--- config.mk ---
export PLATFORM = sky130hd
export DESIGN_NAME = fp_special_seq_flat
export DESIGN_NICKNAME = d
export VERILOG_FILES = /design/src/rtl/fp_special_seq_if.sv /design/src/rtl/fp_special_seq.sv /design/src/flat_wrapper.sv
export SDC_FILE = /design/constraint.sdc
export NUM_CORES = 1
export LEC_CHECK = 0
export BUFFER_PORTS_ARGS = -buffer_cell sky130_fd_sc_hd__buf_2
export CORE_MARGIN = 2
export CORE_UTILIZATION = 52
export DETAILED_ROUTE_END_ITERATION = 10
export PLACE_DENSITY = 0.85
export SLEW_MARGIN = 15
export SYNTH_ARGS = -nofsm -noshare
export SYNTH_HDL_FRONTEND = slang
export SYNTH_SLANG_ARGS = --single-unit
--- constraint.sdc ---
create_clock -name clk -period 10.15 [get_ports clk]
set_clock_uncertainty 0.05 [all_clocks]
set_input_delay 1.015 -clock clk [delete_from_list [all_inputs] [get_ports clk]]
set_output_delay 1.015 -clock clk [all_outputs]
set_load 0.01 [all_outputs]
--- src/rtl/fp_special_seq_if.sv ---
// Request/response bundle for fp_special_seq.
//   start/op/op_a/op_b      : operation request (sampled in IDLE)
//   busy/done/res/flags     : sequencer status and result
//   unit_start/op/a/b       : launch of an ordinary operand pair to the FPU core
//   unit_done/unit_res      : core completion
// slave  = sequencer side, master = requester / arithmetic-unit side.
interface fp_special_seq_if #(parameter int DATA_W = 32);
  logic              start;
  logic [1:0]        op;
  logic [DATA_W-1:0] op_a;
  logic [DATA_W-1:0] op_b;
  logic              busy;
  logic              done;
  logic [DATA_W-1:0] res;
  logic              invalid;
  logic              div_zero;
  logic              unit_start;
  logic [1:0]        unit_op;
  logic [DATA_W-1:0] unit_a;
  logic [DATA_W-1:0] unit_b;
  logic              unit_done;
  logic [DATA_W-1:0] unit_res;

  modport slave (
    input  start, op, op_a, op_b, unit_done, unit_res,
    output busy, done, res, invalid, div_zero, unit_start, unit_op, unit_a, unit_b
  );
  modport master (
    output start, op, op_a, op_b, unit_done, unit_res,
    input  busy, done, res, invalid, div_zero, unit_start, unit_op, unit_a, unit_b
  );
endinterface

--- src/rtl/fp_special_seq.sv ---
// Special-value front end for the FPU arithmetic cores.
// Classifies both operands through one shared classifier (A then B), resolves
// NaN / inf / zero / subnormal cases locally, and forwards only ordinary
// operand pairs to the core via unit_start / unit_done.
// Ports: clk, rst (async active-high), bus (fp_special_seq_if.slave).
module fp_special_seq #(
  parameter int DATA_W = 32,
  parameter int EXP_W  = 8
) (
  input  logic               clk,
  input  logic               rst,
  fp_special_seq_if.slave    bus
);
  localparam int FRAC_W = DATA_W - EXP_W - 1;

  localparam logic [1:0] OP_ADD = 2'd0;
  localparam logic [1:0] OP_SUB = 2'd1;
  localparam logic [1:0] OP_MUL = 2'd2;

  localparam logic [DATA_W-1:0] QNAN =
    {1'b0, {EXP_W{1'b1}}, 1'b1, {(FRAC_W-1){1'b0}}};

  typedef enum logic [2:0] {IDLE, CLS_A, CLS_B, DECIDE, WAIT} state_t;
  typedef struct packed {
    logic nan;
    logic inf;
    logic zero;
    logic sub;
  } cls_t;

  function automatic cls_t classify(input logic [DATA_W-1:0] v);
    logic [EXP_W-1:0]  e;
    logic [FRAC_W-1:0] f;
    cls_t              c;
    e      = v[DATA_W-2 -: EXP_W];
    f      = v[FRAC_W-1:0];
    c.nan  = (&e) && (|f);
    c.inf  = (&e) && !(|f);
    c.zero = !(|e) && !(|f);
    c.sub  = !(|e) && (|f);
    return c;
  endfunction

  function automatic logic [DATA_W-1:0] inf_of(input logic s);
    return {s, {EXP_W{1'b1}}, {FRAC_W{1'b0}}};
  endfunction

  function automatic logic [DATA_W-1:0] zero_of(input logic s);
    return {s, {(DATA_W-1){1'b0}}};
  endfunction

  state_t            state, state_d;
  logic [1:0]        op_q;
  logic [DATA_W-1:0] a_q, b_q;
  cls_t              cls_a, cls_b, cls_cur;
  logic [DATA_W-1:0] res_q;
  logic              inv_q, dz_q, done_q, ustart_q;

  logic              load_req, load_cls_a, load_cls_b, fin_special, fire_unit, fin_unit;
  logic              spec_hit, spec_inv, spec_dz;
  logic [DATA_W-1:0] spec_res;

  // Shared classifier: the state picks which operand it sees.
  assign cls_cur = classify((state == CLS_A) ? a_q : b_q);

  // Special-case resolution. Subnormals count as zeros (flush-to-zero).
  logic za, zb, ia, ib, sa, sb, sx;
  always_comb begin
    za = cls_a.zero | cls_a.sub;
    zb = cls_b.zero | cls_b.sub;
    ia = cls_a.inf;
    ib = cls_b.inf;
    sa = a_q[DATA_W-1];
    sb = b_q[DATA_W-1];
    sx = sa ^ sb;
    spec_hit = 1'b1;
    spec_res = QNAN;
    spec_inv = 1'b0;
    spec_dz  = 1'b0;
    if (cls_a.nan || cls_b.nan) begin
      spec_res = QNAN;
    end else if (op_q == OP_ADD || op_q == OP_SUB) begin
      // sub was folded into add at request time (b sign already flipped)
      if (ia && ib && sx)  spec_inv = 1'b1;
      else if (ia)         spec_res = inf_of(sa);
      else if (ib)         spec_res = inf_of(sb);
      else if (za && zb)   spec_res = zero_of(sa & sb);
      else if (za)         spec_res = b_q;
      else if (zb)         spec_res = a_q;
      else                 spec_hit = 1'b0;
    end else if (op_q == OP_MUL) begin
      if ((ia && zb) || (za && ib)) spec_inv = 1'b1;
      else if (ia || ib)            spec_res = inf_of(sx);
      else if (za || zb)            spec_res = zero_of(sx);
      else                          spec_hit = 1'b0;
    end else begin
      if ((za && zb) || (ia && ib)) spec_inv = 1'b1;
      else if (zb && !ia) begin
        spec_res = inf_of(sx);
        spec_dz  = 1'b1;
      end
      else if (ia)                  spec_res = inf_of(sx);
      else if (za || ib)            spec_res = zero_of(sx);
      else                          spec_hit = 1'b0;
    end
  end

  always_ff @(posedge clk or posedge rst) begin
    if (rst) state <= IDLE;
    else     state <= state_d;
  end

  always_comb begin
    state_d     = state;
    load_req    = 1'b0;
    load_cls_a  = 1'b0;
    load_cls_b  = 1'b0;
    fin_special = 1'b0;
    fire_unit   = 1'b0;
    fin_unit    = 1'b0;
    case (state)
      IDLE:   if (bus.start) begin
                load_req = 1'b1;
                state_d  = CLS_A;
              end
      CLS_A:  begin
                load_cls_a = 1'b1;
                state_d    = CLS_B;
              end
      CLS_B:  begin
                load_cls_b = 1'b1;
                state_d    = DECIDE;
              end
      DECIDE: if (spec_hit) begin
                fin_special = 1'b1;
                state_d     = IDLE;
              end else begin
                fire_unit = 1'b1;
                state_d   = WAIT;
              end
      // A unit_done coinciding with our own start pulse is stale, not ours.
      WAIT:   if (bus.unit_done && !ustart_q) begin
                fin_unit = 1'b1;
                state_d  = IDLE;
              end
      default: state_d = IDLE;
    endcase
  end

  always_ff @(posedge clk or posedge rst) begin
    if (rst) begin
      op_q     <= '0;
      a_q      <= '0;
      b_q      <= '0;
      cls_a    <= '0;
      cls_b    <= '0;
      res_q    <= '0;
      inv_q    <= 1'b0;
      dz_q     <= 1'b0;
      done_q   <= 1'b0;
      ustart_q <= 1'b0;
    end else begin
      done_q   <= 1'b0;
      ustart_q <= 1'b0;
      if (load_req) begin
        op_q <= (bus.op == OP_SUB) ? OP_ADD : bus.op;
        a_q  <= bus.op_a;
        b_q  <= bus.op_b ^ {(bus.op == OP_SUB), {(DATA_W-1){1'b0}}};
      end
      if (load_cls_a) cls_a <= cls_cur;
      if (load_cls_b) cls_b <= cls_cur;
      if (fin_special) begin
        res_q  <= spec_res;
        inv_q  <= spec_inv;
        dz_q   <= spec_dz;
        done_q <= 1'b1;
      end
      if (fire_unit) ustart_q <= 1'b1;
      if (fin_unit) begin
        res_q  <= bus.unit_res;
        inv_q  <= 1'b0;
        dz_q   <= 1'b0;
        done_q <= 1'b1;
      end
    end
  end

  assign bus.busy       = (state != IDLE);
  assign bus.done       = done_q;
  assign bus.res        = res_q;
  assign bus.invalid    = inv_q;
  assign bus.div_zero   = dz_q;
  assign bus.unit_start = ustart_q;
  assign bus.unit_op    = op_q;
  assign bus.unit_a     = a_q;
  assign bus.unit_b     = b_q;
endmodule

--- src/flat_wrapper.sv ---
// flat-port wrapper written by rule: the top's interface ports become plain ports
module fp_special_seq_flat 
#(
  parameter int DATA_W = 32,
  parameter int EXP_W  = 8
)
  (clk, rst, bus_start, bus_op, bus_op_a, bus_op_b, bus_unit_done, bus_unit_res, bus_busy, bus_done, bus_res, bus_invalid, bus_div_zero, bus_unit_start, bus_unit_op, bus_unit_a, bus_unit_b);
  fp_special_seq_if #(.DATA_W(DATA_W)) bus_i ();
  input  logic clk;
  input  logic rst;
  input wire logic [$bits(bus_i.start)-1:0] bus_start;
  input wire logic [$bits(bus_i.op)-1:0] bus_op;
  input wire logic [$bits(bus_i.op_a)-1:0] bus_op_a;
  input wire logic [$bits(bus_i.op_b)-1:0] bus_op_b;
  input wire logic [$bits(bus_i.unit_done)-1:0] bus_unit_done;
  input wire logic [$bits(bus_i.unit_res)-1:0] bus_unit_res;
  output wire logic [$bits(bus_i.busy)-1:0] bus_busy;
  output wire logic [$bits(bus_i.done)-1:0] bus_done;
  output wire logic [$bits(bus_i.res)-1:0] bus_res;
  output wire logic [$bits(bus_i.invalid)-1:0] bus_invalid;
  output wire logic [$bits(bus_i.div_zero)-1:0] bus_div_zero;
  output wire logic [$bits(bus_i.unit_start)-1:0] bus_unit_start;
  output wire logic [$bits(bus_i.unit_op)-1:0] bus_unit_op;
  output wire logic [$bits(bus_i.unit_a)-1:0] bus_unit_a;
  output wire logic [$bits(bus_i.unit_b)-1:0] bus_unit_b;
  assign bus_i.start = bus_start;
  assign bus_i.op = bus_op;
  assign bus_i.op_a = bus_op_a;
  assign bus_i.op_b = bus_op_b;
  assign bus_i.unit_done = bus_unit_done;
  assign bus_i.unit_res = bus_unit_res;
  assign bus_busy = bus_i.busy;
  assign bus_done = bus_i.done;
  assign bus_res = bus_i.res;
  assign bus_invalid = bus_i.invalid;
  assign bus_div_zero = bus_i.div_zero;
  assign bus_unit_start = bus_i.unit_start;
  assign bus_unit_op = bus_i.unit_op;
  assign bus_unit_a = bus_i.unit_a;
  assign bus_unit_b = bus_i.unit_b;
  fp_special_seq #(.DATA_W(DATA_W), .EXP_W(EXP_W)) u_core (.clk(clk), .rst(rst), .bus(bus_i));
endmodule
==> results.sh <==
export IMPL_run_status="finished clean"
export IMPL_crit_path_launch_type="register"
export IMPL_grtUsageTotal_pct=28.2
export IMPL_post_cts_resized_instances=0
export IMPL_route_vias_total=4729
export IMPL_first_global_vias=4492
export IMPL_final_instance_count_excl_fill=790
export IMPL_filler_cell_count=718
export IMPL_post_dp_hpwl_mm=10.8
export IMPL_placement_io_buffers=204
export IMPL_critPathArrivalTime_ns=3.44
export IMPL_post_route_min_period_ns=3.12
export IMPL_r2r_setup_slack_ns=7.03
export IMPL_grt_remaining_overflow=0
export IMPL_peakVddDrop_uv=190
export IMPL_clkTransAtPathRegs_ns=0.05
export IMPL_grt_first_pass_wirelength_mm=22.6
export IMPL_critical_path_peak_fanout=23
export IMPL_hold_end="u_core.bus.res[1]"
export IMPL_dp_cells=760
export IMPL_post_cts_setup_repair_bufs=0
export IMPL_mostFrequentLayoutCells="buf_2 (204), dfrtp_1 (113), mux2_2 (63)"
export IMPL_cts_tree="done"
export IMPL_worst_pin_slew_ns=1.12
export IMPL_timing_limited_maximum_frequency_mhz=321
export IMPL_cts_max_level=4
export IMPL_clk_insertion_delay_late_ns=0.51
export IMPL_cts_made_buffers=17
export IMPL_area_delta_synth_final_pct=32.1
export IMPL_min_path_type="register to register"
export IMPL_die_width_um=103
export IMPL_top_level_ports=205
export IMPL_initial_antenna_violation_count=0
export IMPL_placementRows=36
export IMPL_drive_gt1_share_pct=47.5
export IMPL_crit_reg2reg_launch="u_core.cls_a[0]"
export IMPL_setup_viol=0
export IMPL_fp_coreArea_mm2=0.00964
export IMPL_type_of_the_worst_setup_path="register to register"
export IMPL_distinct_cell_type_count_of_the_synthesized_netlist=47
export IMPL_initialDrtViolationCount=377
export IMPL_mostFrequentLayoutCell="buf_2"
export IMPL_layout_nets=749
export IMPL_drt_wl_total_mm=15.0
export IMPL_die_area_mm2=0.0106
export IMPL_syn_area_per_cell_um2=11.5
export IMPL_root_buffer_selected_by_cts="clkbuf_8"
export IMPL_hold_path_cell_cnt=2
export IMPL_detailedRoute_firstPassIterationCount=8
export IMPL_synth_enable_flop_cells=0
export IMPL_ys_async_rst_share_pct=100
export IMPL_timing_slew_headroom_pct=25.5
export IMPL_synth_warning_count=0
export IMPL_synth_cell_area_mm2=0.00511
export IMPL_rr_worst_depth=6
export IMPL_slew_viol_final=0
export IMPL_post_cts_hold_buffer_count=0
export IMPL_ys_flop_type="dfrtp_1"
export IMPL_cts_sink_count=113
export IMPL_regArea_mm2=0.00283
export IMPL_routabilityCongestion=0.918
export IMPL_rsz0062_at_grt="no"
export IMPL_grt_max_degree=59
export IMPL_cap_violations=0
export IMPL_viasPerCell=5.99
export IMPL_drcViolationCount=0
export IMPL_clock_tree_buffer_depth=2
export IMPL_power_per_cell_area_mw_per_mm2=328
export IMPL_finalCritPeriodShare_pct=30.7
export IMPL_total_power_uw=2220
export IMPL_num_antenna_cells=0
export IMPL_power_leakage_uw=0.00317
export IMPL_ys_ff_latch=113
export IMPL_antenna_violating_nets_post_route=0
export IMPL_hold_path_startpoint="u_core.bus.res[1]"
export IMPL_endpoint_kind="register"
export IMPL_setup_total_negative_slack_ns=0
export IMPL_hold_violations=0
export IMPL_seq_area_frac_synth_pct=55.3
export IMPL_critical_path_required_ns=10.48
export IMPL_post_synth_inst_count=445
export IMPL_routedWlPerCell_um=19.0
export IMPL_multi_input_area_mm2=0.00213
export IMPL_r2r_end="u_core.bus.res[26]"
export IMPL_synth_nets=548
export IMPL_floorplan_initialDensity_pct=53.1
export IMPL_chipHeight_um=103
-- layer usage --
metal,up-vias,wire length [um],global-route usage (%)
li1,2099,-,-
met1,2292,5830,35.9
met2,299,7610,45.8
met3,39,1230,7.86
met4,0,318,11.8
met5,-,0,0
-- area by class of cell --
type	count	area share [%]
repair buffers	209	15.7
clock buffers	25	7.31
multi-input cells	298	31.5
flip-flops and latches	113	41.9
well taps	133	2.46
clock inverters	5	0.778
inverters	7	0.426
-- cells by family (layout without fill, tap and decap cells) --
logic type | Yosys count | in the layout | share of synthesized area, %
fa+ha+maj | 1 | 1 | 0.245
mux | 63 | 63 | 13.9
xor+xnor | 1 | 1 | 0.171
compound gates | 136 | 136 | 16.9
flops | 113 | 113 | 55.3
simple gates | 97 | 97 | 10.4
buf+inv | 34 | 246 | 3.20
-- sequential cells by signal, summed over array words and instances (netlist names), 2 cells and up --
| signal | flops |
|---|---|
| u_core.cls_b | 3 |
| u_core.cls_a | 3 |
| u_core.state | 3 |
| u_core.bus.unit_b | 32 |
| u_core.bus.unit_a | 32 |
| u_core.bus.unit_op | 2 |
| u_core.bus.res | 32 |
-- power by group --
group | switching [uW] | internal [uW]
sequential | 236 | 660
clock | 189 | 352
combinational | 398 | 381
total | 823 | 1390
-- Yosys cell counts (2+ instances only) --
cell	instances	area (um2)
or4_1	3	22.5
o21ai_1	2	10.0
clkbuf_1	11	41.3
a22o_1	4	35.0
nor2_2	2	12.5
mux2_2	63	709
a31oi_1	2	12.5
buf_2	9	45.0
nor2b_1	2	12.5
nand3_1	6	30.0
nor2_1	19	71.3
o21ai_0	41	205
dfrtp_1	113	2830
nand2_1	22	82.6
nor3_1	9	45.0
buf_4	4	30.0
o21bai_1	2	15.0
a21oi_1	25	125
o22ai_1	8	50.1
inv_1	6	22.5
nand4_1	8	50.1
clkbuf_2	2	10.0
and3_1	2	12.5
nor4_1	14	87.6
a22oi_1	44	330
-- worst max-delay path, cell delays in order, from the launching register on --
cell and delay (ns):
dfrtp_1 0.42, nor2_1 0.76, a31oi_1 0.27, nor2_2 0.92, inv_2 0.24, o22ai_1 0.25, a21oi_1 0.06
-- how the worst max path moves through the flow --
stage,slack [ns],cells after the start,endpoint,start
after floorplan,6.10,1,u_core.bus.div_zero,rst
after global placement,6.92,7,u_core.bus.res[26],bus_unit_done
after detailed placement,6.69,7,u_core.bus.res[27],bus_unit_done
after CTS,7.11,6,u_core.bus.res[26],u_core.cls_a[0]
final,7.03,6,u_core.bus.res[26],u_core.cls_a[0]
after global routing,6.86,6,u_core.bus.res[26],u_core.cls_a[1]
-- per-stage QoR --
stage / instance area, um2 / hold WS [ns] / setup slack [ns] / utilization [%]
2_1_floorplan: 5110 / 0.483 / 6.10 / -
3_3_place_gp: 6210 / 0.434 / 6.92 / 64.4
3_5_place_dp: 6210 / 0.452 / 6.69 / 64.4
4_1_cts: 6760 / 0.461 / 7.11 / 70.1
5_1_grt: 6760 / 0.481 / 6.86 / 70.1
6_report: 6760 / 0.459 / 7.03 / 70.1
No activity file was read; power rests on OpenSTA's default activity.
